## src/rtl/score_display.sv

```systemverilog
// Score keeper and 4-digit 7-segment driver for the snake game.
// Optional macro SCORE_LEAD_ZERO_BLANK_EN blanks leading zero digits on hex3..hex1.
module score_display #(
  parameter int unsigned BLINK_HALF = 6250000,
  parameter logic [2:0]  ST_START   = 3'b001,
  parameter logic [2:0]  ST_PLAY    = 3'b010,
  parameter logic [2:0]  ST_DIE     = 3'b100
) (
  input  logic        clk,
  input  logic        rst_n,
  input  logic [2:0]  game_status,
  input  logic        body_add_sig,
  output logic [15:0] score_bcd,
  output logic [15:0] best_bcd,
  output logic [6:0]  hex0,
  output logic [6:0]  hex1,
  output logic [6:0]  hex2,
  output logic [6:0]  hex3
);

  localparam int unsigned CW       = (BLINK_HALF > 2) ? $clog2(BLINK_HALF) : 1;
  localparam logic [CW-1:0] CNT_LAST = CW'(BLINK_HALF - 1);
  localparam logic [6:0] SEG_BLANK = 7'h7F;
  localparam logic [6:0] SEG_DASH  = 7'b0111111;
  localparam logic [15:0] SCORE_MAX = 16'h9999;

  typedef enum logic [1:0] {
    DISP_NUM,
    DISP_BLANK,
    DISP_DASH
  } disp_mode_e;

  logic                add_q;
  logic [2:0]          prev_status_q;
  logic [15:0]         score_q, score_d;
  logic [15:0]         best_q, best_d;
  logic [CW-1:0]       blink_cnt_q, blink_cnt_d;
  logic                blink_on_q, blink_on_d;
  logic [3:0][6:0]     hex_q, hex_d;

  logic                eat_pulse;
  logic                new_game;
  disp_mode_e          disp_mode;
  logic [15:0]         disp_val;

  function automatic logic [15:0] bcd_inc(input logic [15:0] v);
    logic [15:0] r;
    logic        c;
    r = v;
    c = 1'b1;
    for (int unsigned i = 0; i < 4; i++) begin
      if (c) begin
        if (v[i*4 +: 4] == 4'd9) begin
          r[i*4 +: 4] = 4'd0;
        end else begin
          r[i*4 +: 4] = v[i*4 +: 4] + 4'd1;
          c = 1'b0;
        end
      end
    end
    return r;
  endfunction

  function automatic logic [6:0] seg7(input logic [3:0] d);
    logic [6:0] s;
    case (d)
      4'd0:    s = 7'h40;
      4'd1:    s = 7'h79;
      4'd2:    s = 7'h24;
      4'd3:    s = 7'h30;
      4'd4:    s = 7'h19;
      4'd5:    s = 7'h12;
      4'd6:    s = 7'h02;
      4'd7:    s = 7'h78;
      4'd8:    s = 7'h00;
      4'd9:    s = 7'h10;
      default: s = 7'h7F;
    endcase
    return s;
  endfunction

  assign eat_pulse = body_add_sig & ~add_q;
  assign new_game  = (game_status == ST_START) && (prev_status_q != ST_START);

  // Clear on START entry takes priority over a coincident eat.
  always_comb begin
    score_d = score_q;
    if (new_game) begin
      score_d = '0;
    end else if (eat_pulse && (game_status == ST_PLAY) && (score_q != SCORE_MAX)) begin
      score_d = bcd_inc(score_q);
    end
  end

  // Digits are ordered most-significant first, so a plain unsigned compare is a BCD compare.
  always_comb begin
    best_d = best_q;
    if ((game_status == ST_DIE) && (score_q > best_q)) begin
      best_d = score_q;
    end
  end

  always_comb begin
    blink_cnt_d = '0;
    blink_on_d  = 1'b1;
    if (game_status == ST_DIE) begin
      blink_on_d = blink_on_q;
      if (blink_cnt_q == CNT_LAST) begin
        blink_cnt_d = '0;
        blink_on_d  = ~blink_on_q;
      end else begin
        blink_cnt_d = blink_cnt_q + 1'b1;
      end
    end
  end

  always_comb begin
    disp_mode = DISP_DASH;
    disp_val  = '0;
    case (game_status)
      ST_PLAY: begin
        disp_mode = DISP_NUM;
        disp_val  = score_q;
      end
      ST_DIE: begin
        disp_mode = blink_on_q ? DISP_NUM : DISP_BLANK;
        disp_val  = score_q;
      end
      ST_START: begin
        disp_mode = DISP_NUM;
        disp_val  = best_q;
      end
      default: begin
        disp_mode = DISP_DASH;
        disp_val  = '0;
      end
    endcase
  end

  always_comb begin
    hex_d = '1;
    case (disp_mode)
      DISP_NUM: begin
        for (int unsigned i = 0; i < 4; i++) begin
          hex_d[i] = seg7(disp_val[i*4 +: 4]);
        end
`ifdef SCORE_LEAD_ZERO_BLANK_EN
        if (disp_val[15:12] == 4'd0) hex_d[3] = SEG_BLANK;
        if (disp_val[15:8]  == 8'd0) hex_d[2] = SEG_BLANK;
        if (disp_val[15:4]  == 12'd0) hex_d[1] = SEG_BLANK;
`endif
      end
      DISP_BLANK: begin
        for (int unsigned i = 0; i < 4; i++) begin
          hex_d[i] = SEG_BLANK;
        end
      end
      default: begin
        for (int unsigned i = 0; i < 4; i++) begin
          hex_d[i] = SEG_DASH;
        end
      end
    endcase
  end

  always_ff @(posedge clk or negedge rst_n) begin
    if (!rst_n) begin
      add_q         <= 1'b0;
      prev_status_q <= ST_START;
      score_q       <= '0;
      best_q        <= '0;
      blink_cnt_q   <= '0;
      blink_on_q    <= 1'b1;
      hex_q         <= '1;
    end else begin
      add_q         <= body_add_sig;
      prev_status_q <= game_status;
      score_q       <= score_d;
      best_q        <= best_d;
      blink_cnt_q   <= blink_cnt_d;
      blink_on_q    <= blink_on_d;
      hex_q         <= hex_d;
    end
  end

  assign score_bcd = score_q;
  assign best_bcd  = best_q;
  assign hex0      = hex_q[0];
  assign hex1      = hex_q[1];
  assign hex2      = hex_q[2];
  assign hex3      = hex_q[3];

endmodule
```

## config.mk

```make
export PLATFORM = sky130hd
export DESIGN_NAME = score_display
export DESIGN_NICKNAME = d
export VERILOG_FILES = /design/src/rtl/score_display.sv
export SDC_FILE = /design/constraint.sdc
export NUM_CORES = 1
export LEC_CHECK = 0
export BUFFER_PORTS_ARGS = -buffer_cell sky130_fd_sc_hd__buf_2
export CAP_MARGIN = 20
export CELL_PAD_IN_SITES_DETAIL_PLACEMENT = 2
export CELL_PAD_IN_SITES_GLOBAL_PLACEMENT = 2
export CORE_MARGIN = 2
export CORE_UTILIZATION = 37
export CTS_CLUSTER_DIAMETER = 100
export CTS_CLUSTER_SIZE = 14
export DETAILED_ROUTE_END_ITERATION = 10
export PLACE_DENSITY_LB_ADDON = 0.3
export SYNTH_ARGS = -nofsm -noshare
export SYNTH_HDL_FRONTEND = slang
export SYNTH_SLANG_ARGS = --single-unit
```

## constraint.sdc

```tcl
create_clock -name clk -period 3.2 [get_ports clk]
set_input_delay 0.64 -clock clk [delete_from_list [all_inputs] [get_ports clk]]
set_output_delay 0.64 -clock clk [all_outputs]
set_load 0.05 [all_outputs]
```

Yosys cells after proc, flatten, opt, wreduce, memory -nomap -nowiden
Memories as Yosys holds them, arrays and structs flattened.
Cells that the tools add are included.
{"block": "totals", "in_bits": 6, "regBits": 88, "output_inout_bits": 60, "elab_cells": 80, "n_memories": 4, "rom_bits": 448}
{"block": "op_classes", "bitwise": 3, "n_reduce_logical": 14, "eq_ne": 12, "muxes": 28, "n_lt_le_gt_ge": 1, "addsub": 5}
{"memory": "(name not given)", "words": 16, "word_bits": 7, "rd": 1, "rd_ports_with_merged_regs": 0, "write_ports": 0, "line": "66", "source": "case (d)"}
{"memory": "(name not given)", "words": 16, "word_bits": 7, "rd": 1, "rd_ports_with_merged_regs": 0, "write_ports": 0, "line": "66"}
{"memory": "(name not given)", "words": 16, "word_bits": 7, "rd": 1, "rd_ports_with_merged_regs": 0, "write_ports": 0, "line": "66"}
{"memory": "(name not given)", "words": 16, "word_bits": 7, "rd": 1, "rd_ports_with_merged_regs": 0, "write_ports": 0, "line": "66"}
{"op": "28-bit one-hot mux with 2 select lines", "n": 1}
{"op": "23-bit two-way mux", "n": 2}
{"op": "16-bit two-way mux", "n": 2}
{"op": "16-bit one-hot mux with 2 select lines", "n": 1}
{"op": "4-bit two-way mux", "n": 7}
{"op": "23-bit by 1-bit adder with 23-bit output, second input constant", "n": 1}
{"op": "23-bit equality test, second input constant", "n": 1}
{"op": "4-bit by 1-bit adder with 4-bit output, second input constant", "n": 4}
{"op": "4-bit equality test, second input constant", "n": 4}
{"op": "16-bit > comparator", "n": 1}
{"op": "16-bit inequality test, second input constant", "n": 1}
{"op": "1-bit two-way mux", "n": 14}
{"op": "2-bit nonzero test", "n": 4}
{"op": "2-bit AND reduction", "n": 3}
{"op": "1-bit logical AND", "n": 4}
{"op": "2-bit one-hot mux with 2 select lines", "n": 1}
{"op": "2-bit OR reduction", "n": 2}
{"op": "3-bit by 1-bit equality test with 1-bit output, second input constant", "n": 1}
{"op": "3-bit by 2-bit equality test with 1-bit output, second input constant", "n": 1}
{"op": "3-bit equality test, second input constant", "n": 1}
{"op": "3-bit by 1-bit inequality test with 1-bit output, second input constant", "n": 1}
{"op": "2-bit by 1-bit equality test with 1-bit output, second input constant", "n": 1}
{"op": "2-bit logical NOT", "n": 1}
{"op": "2-bit by 1-bit inequality test with 1-bit output, second input constant", "n": 1}
{"op": "2 further kinds", "n": 3}

Depth between registers and ports, before layout
Gate-level depths: netlist (run 1).
{"block": "logic_depth", "ltp_word": 15, "mapped_depth": 10, "ltp_nobuf": 8}

Least setup slack after synthesis (run 1)
Ideal clock, no wire load.
{"block": "synth_path", "path_kind": "reg-to-reg", "start": "register best_q[13], in the netlist best_bcd[13]", "end": "register best_q[12], in the netlist best_bcd[12]", "path_stages_with_launch": 9, "n_path_buf": 1, "synth_period_minus_slack_ps": 2670, "setup_ps": 125, "arrival_time_ps": 2545, "required_time_ps": 3075, "setup_slack_ps": 530, "cell_sequence": "dfrtp_1 > inv_1 > ha_1 > nand4_1 > nor4_1 > o21ai_0 > a31oi_2 > buf_6 > mux2_2"}
{"block": "synth_via", "elab_chain_cells": 2}
{"item": "start: declaration", "line": "36", "source": "logic [15:0] best_q, best_d;"}
{"item": "start signal: assignment", "line": "179", "source": "best_q <= best_d;"}
{"item": "16-bit > comparator", "line": "98", "source": "if ((game_status == ST_DIE) && (score_q > best_q)) begin"}
{"item": "1-bit logical AND", "line": "98"}
No other way between the ends.
A chain may end at the register's enable or synchronous reset.

Worst setup path after layout (run 1)
{"block": "layout_path", "start": "register best_q[14], in the netlist best_bcd[14]", "end": "register best_q[14], in the netlist best_bcd[14]"}
The elaborated chain is that of the path after synthesis.

==> results of run 1 <==
-- layout by cell type, fill, tap and decap left out, types with 3 or more instances in the layout --
master	Yosys	layout
buf_4	4	18
o21ai_0	22	22
nor4_1	13	13
a21oi_1	30	30
ha_1	47	47
xnor2_1	11	11
mux2i_1	12	12
and3_1	7	7
nand2_1	27	27
nand3b_1	4	4
nor3b_1	4	4
dfstp_2	30	30
a22oi_1	9	9
nor2_1	53	53
nand2b_1	5	5
and2_1	4	4
a32oi_1	7	7
mux2_2	19	19
or3_1	3	3
dfrtp_1	58	58
inv_1	35	35
a31oi_1	3	3
a311oi_1	4	4
and4_1	3	3
a22o_1	6	6
a21o_1	4	4
nor2b_1	3	3
nor3_1	8	8
nand4_1	9	9
clkbuf_16	0	9
nand3_1	18	18
and3b_1	5	5
xor2_1	18	18
buf_2	7	64
-- worst max-delay path: stages, from the launching register on --
cell and delay [ns]:
dfrtp_1 0.46, inv_1 0.09, ha_1 0.34, nand4_1 0.22
nor4_1 0.45, o21ai_0 0.25, a31oi_2 0.25, buf_4 0.24
mux2_2 0.37
-- cells by family (layout without fill, tap and decap cells) --
family	after synthesis	in the layout	synth area share, %
AO/OA/AOI/OAI	104	104	13.21
AND/OR/NAND/NOR	175	175	17.67
XOR/XNOR	29	29	4.796
flip-flops	88	88	42.29
multiplexers	31	31	6.308
adder cells (fa/ha/maj)	47	47	11.10
buffers and inverters	55	135	4.630
-- sequential cells by signal, indices dropped and copies added, names as in the netlist --
name / flops
hex3: 7
score_bcd: 16
blink_cnt_q: 23
add_q: 1
best_bcd: 16
hex1: 7
hex0: 7
hex2: 7
prev_status_q: 3
blink_on_q: 1
-- power groups by stage --
stage	logic, mW	registers, mW	clock network [mW]
2_1_floorplan	0.323	1.60	0
3_3_place_gp	0.821	1.32	0
3_5_place_dp	0.851	1.32	0
4_1_cts	0.876	1.30	1.12
5_1_grt	0.937	1.31	1.16
6_report	0.866	1.30	1.10
-- layout make-up --
| cell class | instances | area share, % |
|---|---|---|
| clock buffers | 10 | 3.859 |
| clock inverters | 6 | 1.071 |
| inverters | 36 | 2.182 |
| multi-input cells | 386 | 45.40 |
| flip-flops and latches | 88 | 36.17 |
| well taps | 180 | 3.637 |
| repair buffers | 83 | 7.678 |
-- routing by layer --
layer,wire length (µm),GRT usage [%],up-vias
li1,-,-,2037
met1,7099,28.73,2166
met2,7286,35.44,67
met3,362,2.656,20
met4,318,8.665,0
met5,0,0,-
-- worst min path at each step --
stage / from / slack [ns] / cells after the start / to
global route: rst_n / 0.35 / 1 / score_bcd[5]
finish: rst_n / 0.30 / 1 / score_bcd[5]
detailed placement: blink_cnt_q[0] / 0.49 / 1 / blink_cnt_q[0]
global placement: blink_cnt_q[0] / 0.48 / 1 / blink_cnt_q[0]
CTS: rst_n / 0.32 / 1 / score_bcd[5]
floorplan: rst_n / 0.34 / 0 / add_q
==> metrics.md, run 1 <==
| Metric | Value |
|---|---|
| Port Buffer Count | `65` |
| Cells after Synth | `529` |
| Mean Syn Cell Area | `10.01 µm²` |
| Reg-to-Reg End | `best_bcd[14]` |
| Synthesized flop and latch total | `88` |
| Final worst slack | `0.4126 ns` |
| Period Utilization, post-route | `87.11%` |
| Initial DRC count | `186` |
| Min Tclk post-route | `2.787 ns` |
| Share of the synthesized area in the top cell type | `27.40%` |
| Worst-path clk slew | `0.07 ns` |
| Worst-margin pin slew | `0.9302 ns` |
| Htree depth | `3` |
| Synthesis Warnings | `0` |
| Most used DFF post-synth | `dfrtp_1` |
| Register area | `2240 µm²` |
| Vias in the first global route | `4722` |
| Crit Path Class | `reg -> reg` |
| Sequential Power Share | `39.8%` |
| CTS max path bufs | `2` |
| Max-Cap Viols | `0` |
| Die ar. | `15290 µm²` |
| Post-CTS setup buffer count | `0` |
| Max_slew headroom | `37.42%` |
| Post-DP HPWL | `11.08 mm` |
| Gpl congestion | `0.7950` |
| Residual DRC count | `0` |
| Synth Net Count | `582` |
| # rows | `43` |
| Slew Limit Fails | `0` |
| Drt total wl | `15.07 mm` |
| Initial antenna violation count | `0` |
| Area growth, synth to finish | `16.91%` |
| Lkg Pwr | `2.856 nW` |
| Crit path launch | `best_bcd[14]` |
| CTS tree | `built` |
| Die span in y | `123.6 µm` |
| Die Wd | `123.6 µm` |
| TritonCTS Sinks | `88` |
| EDFF count, synth | `0` |
| Clk pwr share | `33.7%` |
| Placed insts | `773` |
| Ys async rst share | `100.0%` |
| Worst hold slack | `0.2975 ns` |
| I/O pins | `66` |
| Fill cell count | `1487` |
| Post-DP Area | `5887 µm²` |
| Critical Path AT | `3.03 ns` |
| NetSw | `1.176 mW` |
| Ant diodes | `0` |
| Layout cell share with drive strength beyond 1 | `25.62%` |
| Reg2Reg Setup Slack | `0.41 ns` |
| Initial core utilization | `38.01%` |
| Fin util | `44.44%` |
| RSZ-0062 raised after global routing | `false` |
| Vias | `4290` |
| Area leader, netlist | `dfrtp_1` |
| Root Driver | `clkbuf_16` |
| Switching Share | `35.99%` |
| Top cells by count, synth | `dfrtp_1, nor2_1, ha_1` |
| CP required | `3.44 ns` |
| Worst reg2reg path depth | `8` |
| Fin cells | `789` |
| Pre-antenna DRT Iters | `4` |
| Worst skew pair latency | `0.36 ns` |
| Area taken by multi-input logic gates | `2811 µm²` |
| WL/cell | `19.10 µm` |
| Post-Syn Area | `5296 µm²` |
| Total grt overflow | `0` |
| Distinct cells, synth | `59` |
| FF-to-FF Start | `best_bcd[14]` |
| Most common cell in the synthesized netlist | `dfrtp_1` |
| NumNets Final | `657` |
| Synth area leaders | `dfrtp_1, dfstp_2, ha_1` |
| Gate power share | `26.5%` |
| Final setup skew | `0.01018 ns` |
| Largest net degree at the start of global routing | `46` |
| Setup TNS | `0 ns` |
| Dpl ws | `0.2836 ns` |
| Worst setup EP type | `register` |
| Outcome | `complete, no violations` |
| Seq/Total Area, Yosys | `42.29%` |
| PD cells | `527.7 nW/µm²` |
| Vias per inst | `5.437` |
| CP endpoint | `best_bcd[14]` |
| First-pass GRT wire length | `25.26 mm` |
| Total core area | `13930 µm²` |
| Post-CTS Resized | `0` |
| Worst Path Max Fanout | `9` |
| GR Util All Layers | `21.51%` |
| Fin area | `6192 µm²` |
| Maximum VDD drop | `0.2387 mV` |
| Int Power | `2.092 mW` |
| HP Class | `in -> async` |
| CP startpoint kind | `register` |
| Count of final setup violators | `0` |
| FMAX | `358.8 MHz` |
| Final hold vios | `0` |
| Antenna-violating nets left | `0` |
| Design Power | `3.268 mW` |
| Post-CTS Hold Fix Bufs | `0` |
| Cts bufs inserted | `9` |
(Power assumes the default switching activity.)
==> run 2, diff against run 1 <==
CORE_UTILIZATION = 40   (was 37)
clock period = 3.43 ns   (was 3.2 ns; I/O delays follow)
==> run 2 against run 1 <==
Clock skew grew 0.00084 ns. Sequential cell count stayed put. Sequential share of layout area rose by 0.24 points. Cell count down 1.1%. Global-route usage grew 1.9 points.
==> metrics.md, run 2 (synthesized netlist as in run 1, its figures left out) <==
| Metric | Value |
|---|---|
| FMAX | `368.2 MHz` |
| Antenna-violating nets left | `0` |
| Port Buffer Count | `65` |
| Initial core utilization | `40.48%` |
| CTS max path bufs | `2` |
| Drt total wl | `15.80 mm` |
| Cts bufs inserted | `9` |
| WL/cell | `20.26 µm` |
| HP Class | `in -> async` |
| Critical Path AT | `2.98 ns` |
| Total grt overflow | `0` |
| Max_slew headroom | `27.77%` |
| Final setup skew | `0.01102 ns` |
| Post-CTS Hold Fix Bufs | `0` |
| Min Tclk post-route | `2.716 ns` |
| Most common cell after layout, fill and taps aside | `buf_2` |
| Gpl congestion | `0.8349` |
| CTS tree | `built` |
| Post-CTS Resized | `0` |
| Residual DRC count | `0` |
| Worst skew pair latency | `0.36 ns` |
| Worst hold slack | `0.1669 ns` |
| RSZ-0062 raised after global routing | `false` |
| GR Util All Layers | `23.40%` |
| Vias | `4311` |
| Htree depth | `3` |
| Die span in y | `119.1 µm` |
| Max reg flops | `23` |
| TritonCTS Sinks | `88` |
| Worst setup EP type | `register` |
| Pre-antenna DRT Iters | `4` |
| Final hold vios | `0` |
| Die ar. | `14180 µm²` |
| Ant diodes | `0` |
| CP startpoint kind | `primary input` |
| Post-DP HPWL | `11.52 mm` |
| Layout cell share with drive strength beyond 1 | `25.00%` |
| CP required | `3.70 ns` |
| Worst-path clk slew | `0.06 ns` |
| Die Wd | `119.1 µm` |
| Initial DRC count | `139` |
| First-pass GRT wire length | `25.99 mm` |
| Max-Cap Viols | `0` |
| Root Driver | `clkbuf_16` |
| Largest net degree at the start of global routing | `79` |
| Vias per inst | `5.527` |
| I/O pins | `66` |
| Setup TNS | `0 ns` |
| Vias in the first global route | `4720` |
| Crit Path Class | `in -> reg` |
| Total core area | `13090 µm²` |
| Period Utilization, post-route | `79.18%` |
| Count of final setup violators | `0` |
| Area growth, synth to finish | `16.14%` |
| PD cells | `491.9 nW/µm²` |
| Lkg Pwr | `2.836 nW` |
| Maximum VDD drop | `0.2078 mV` |
| Initial antenna violation count | `0` |
| Slew Limit Fails | `0` |
| Worst Path Max Fanout | `14` |
| Outcome | `complete, no violations` |
| Most frequent cells in the layout | `buf_2, dfrtp_1, nor2_1` |
| NumNets Final | `652` |
| Worst-margin pin slew | `1.074 ns` |
| Reg with most FFs | `blink_cnt_q` |
| # rows | `42` |
| Post-CTS setup buffer count | `0` |
| Fill cell count | `1381` |
==> run 2: changes by cell type in the layout (fill, tap and decap cells not counted), sizes merged <==
cell      delta
buf          -5
clkinv       +1
clkinvlp     -1
clkbuf       +1
inv          -1
==> run 2: worst max-delay path, stage by stage <==
cell,delay (ns)
buf_2,0.18
and2b_1,0.48
a22oi_1,0.16
o21ai_1,0.48
inv_1,0.24
ha_1,0.28
mux2_2,0.27
a32oi_1,0.20
==> run 2: path summary, 6_finish.rpt <==
kind                                startpoint              to  slack (ns)  cells after the start
worst max-delay path            game_status[2]         hex1[4]        0.71                      8
worst min-delay path                     rst_n     best_bcd[0]        0.17                      1
worst max register to register    best_bcd[15]     best_bcd[2]        0.79                      8
worst min register to register  blink_cnt_q[0]  blink_cnt_q[0]        0.51                      1
max in group asynchronous                rst_n         hex3[3]        2.42                      3
min in group clk                  body_add_sig           add_q        0.46                      1
==> run 2: per-layer routing <==
layer | global-route usage [%] | vias to the layer above | routed length, µm
li1 | - | 2012 | -
met1 | 30.88 | 2213 | 7211
met2 | 39.58 | 70 | 7916
met3 | 3.496 | 16 | 428
met4 | 7.366 | 0 | 246
met5 | 0 | - | 0
==> run 2: final cells by class <==
cell class,instances,area [µm²],share of cell area (%)
tap,176,220.2,3.580
timing repair buffer,78,445.4,7.242
clock buffer,11,242.7,3.946
multi-input combinational,386,2811,45.71
sequential,88,2240,36.41
inverter,36,135.1,2.197
clock inverter,5,56.30,0.9154
==> run 2: power by group <==
| group | switching (mW) | internal [mW] | total, mW |
|---|---|---|---|
| Sequential | 0.0736 | 1.14 | 1.22 |
| Clock | 0.432 | 0.584 | 1.02 |
| Combinational | 0.574 | 0.219 | 0.793 |
==> run 2: metrics by stage <==
| stage | utilization (%) | setup slack, ns | instances | cell area, µm² | total power, mW |
|---|---|---|---|---|---|
| CTS | 46.80 | 0.7268 | 779 | 6123 | 3.056 |
| floorplan | - | 0.7600 | 529 | 5296 | 1.790 |
| detailed placement | 44.51 | 0.4100 | 763 | 5824 | 2.024 |
| finish | 47.01 | 0.7140 | 780 | 6151 | 3.026 |
| global route | 47.01 | 0.4830 | 780 | 6151 | 3.158 |
| global placement | 44.51 | 0.6195 | 763 | 5824 | 1.986 |
==> run 3, diff against run 2 <==
CORE_UTILIZATION = 34   (was 40)
clock period = 2.3 ns   (was 3.43 ns; I/O delays follow)
==> run 3 against run 2 <==
Clock skew is 0.0022 ns lower. Global-route usage decreased by 2.8 points. Wire length increased by 4.4%. Total power is 66% higher. Critical path depth up 1. Critical path type is now reg -> reg. Critical endpoint is now best_bcd[7].
==> metrics.md, run 3 (synthesized netlist as in run 1, its figures left out) <==
| Metric | Value |
|---|---|
| I/O pins | `66` |
| Initial antenna violation count | `0` |
| Ant diodes | `0` |
| Outcome | `complete, no violations` |
| Switching Share | `33.60%` |
| CP startpoint kind | `register` |
| Max-Cap Viols | `0` |
| Gate power share | `29.7%` |
| Count of final setup violators | `0` |
| GR Util All Layers | `20.59%` |
| Min Tclk post-route | `2.292 ns` |
| Initial core utilization | `34.84%` |
| Total core area | `15200 µm²` |
| CP cell instances | `inv_1 > ha_1 > nand4_1 > buf_6 > nor4_4 > o21ai_2 > a31oi_4 > buf_12 > mux2_2` |
| Worst reg2reg path depth | `9` |
| PD cells | `734.2 nW/µm²` |
| Period Utilization, post-route | `99.66%` |
| Post-DP HPWL | `12.76 mm` |
| Max_slew headroom | `67.76%` |
| Reg with most FFs | `blink_cnt_q` |
| Met2 Use GR | `35.85%` |
| Post-CTS Hold Fix Bufs | `0` |
| Worst-margin pin slew | `0.4785 ns` |
| HP Class | `in -> async` |
| Max reg flops | `23` |
| Area growth, synth to finish | `29.41%` |
| Worst setup EP type | `register` |
| TritonCTS Sinks | `88` |
| Max incr delay on CP | `0.35 ns` |
| Lkg Pwr | `3.160 nW` |
| Design Power | `5.032 mW` |
| Largest net degree at the start of global routing | `56` |
| Final setup skew | `0.008792 ns` |
| Layout cell share with drive strength beyond 1 | `38.42%` |
| FMAX | `436.3 MHz` |
| CP required | `2.54 ns` |
| Critical Path AT | `2.53 ns` |
| Int Power | `3.341 mW` |
| FF-to-FF Start | `best_bcd[13]` |
| Vias per inst | `5.258` |
| Gpl congestion | `0.8492` |
| Sequential Power Share | `35.5%` |
| NumNets Final | `717` |
| Residual DRC count | `0` |
| Final worst slack | `0.007931 ns` |
| Most common cell after layout, fill and taps aside | `buf_4` |
| Vias | `4506` |
| Clk pwr share | `34.7%` |
| NetSw | `1.691 mW` |
| CP max stage cell | `dfrtp_2` |
| Htree depth | `3` |
| Dpl ws | `-0.1662 ns` |
| Drt total wl | `16.50 mm` |
| Port Buffer Count | `65` |
| Maximum VDD drop | `0.3510 mV` |
| Initial DRC count | `114` |
| Crit Path Class | `reg -> reg` |
| First-pass GRT wire length | `26.63 mm` |
| Reg2Reg Setup Slack | `0.008 ns` |
| WL/cell | `19.26 µm` |
| Antenna-violating nets left | `0` |
| Final hold vios | `0` |
| Pre-antenna DRT Iters | `4` |
| Die Wd | `128.8 µm` |
| Total grt overflow | `0` |
| Slew Limit Fails | `0` |
| Root Driver | `clkbuf_16` |
| M3 GR Usage | `2.703%` |
| Worst skew pair latency | `0.35 ns` |
| Most frequent cells in the layout | `buf_4, buf_2, nor2_1` |
| Met1 Track Usage GR | `26.48%` |
| Reg-to-Reg End | `best_bcd[7]` |
| Die ar. | `16590 µm²` |
| Busiest grt layer | `met2` |
| Vias in the first global route | `4967` |
| Die span in y | `128.8 µm` |
| Cts bufs inserted | `9` |
| Worst-path clk slew | `0.06 ns` |
| CTS tree | `built` |
| CTS max path bufs | `2` |
| Worst Path Max Fanout | `9` |
| # rows | `45` |
## run 3: metrics by stage
step | std cells | util [%] | hold slack (ns) | cell area, µm² | TNS [ns]
after floorplan | 529 | - | 0.1644 | 5366 | 0
after global placement | 838 | 42.23 | 0.4702 | 6420 | 0
after detailed placement | 838 | 42.23 | 0.4967 | 6420 | -0.9632
after CTS | 854 | 44.57 | 0.1165 | 6775 | 0
after global routing | 857 | 45.09 | 0.1279 | 6854 | -0.1450
final | 857 | 45.09 | 0.1183 | 6854 | 0
## run 3: worst max-delay path, delay by kind of cell (launching register included)
kind | cells | cell delay, ns
AOI/OAI and AO/OA | 2 | 0.33
adders and majority gates | 1 | 0.30
buffers and inverters | 3 | 0.38
DFF | 1 | 0.35
muxes | 1 | 0.33
and+or+nand+nor | 2 | 0.47
## run 3: how the worst max path moves through the flow
stage / start / endpoint / cells after the start
after global placement: best_bcd[7] / best_bcd[14] / 8
final: best_bcd[13] / best_bcd[7] / 9
after floorplan: game_status[0] / hex2[6] / 9
after CTS: best_bcd[7] / best_bcd[12] / 8
after detailed placement: game_status[2] / hex2[5] / 8
after global routing: best_bcd[13] / best_bcd[7] / 9
## run 3: area by class of cell
type	count	area (µm²)
clock buffers	11	252.7
clock inverters	5	102.6
fillers	1610	8348
inverters	36	135.1
multi-input cells	386	2893
flip-flops and latches	88	2277
well taps	188	235.2
repair buffers	143	958.4
## run 3: power by group through the flow
stage | Sequential [mW] | Clock, mW | Combinational (mW)
after floorplan | 2.23 | 0 | 0.480
after global placement | 1.81 | 0 | 1.32
after detailed placement | 1.82 | 0 | 1.38
after CTS | 1.79 | 1.79 | 1.39
after global routing | 1.80 | 1.82 | 1.59
final | 1.79 | 1.75 | 1.50
## run 3: metal layers
layer  vias up  part of all wire (%)
met5         -                     0
met4         0                   1.5
met3        14                   1.9
met2        61                    50
met1      2284                    46
li1       2147                     -
## run 3: repair_timing
action,in CTS,in global routing
gates resized for setup,0,8
buffers inserted,0,3
endpoints found under the setup margin,0,14
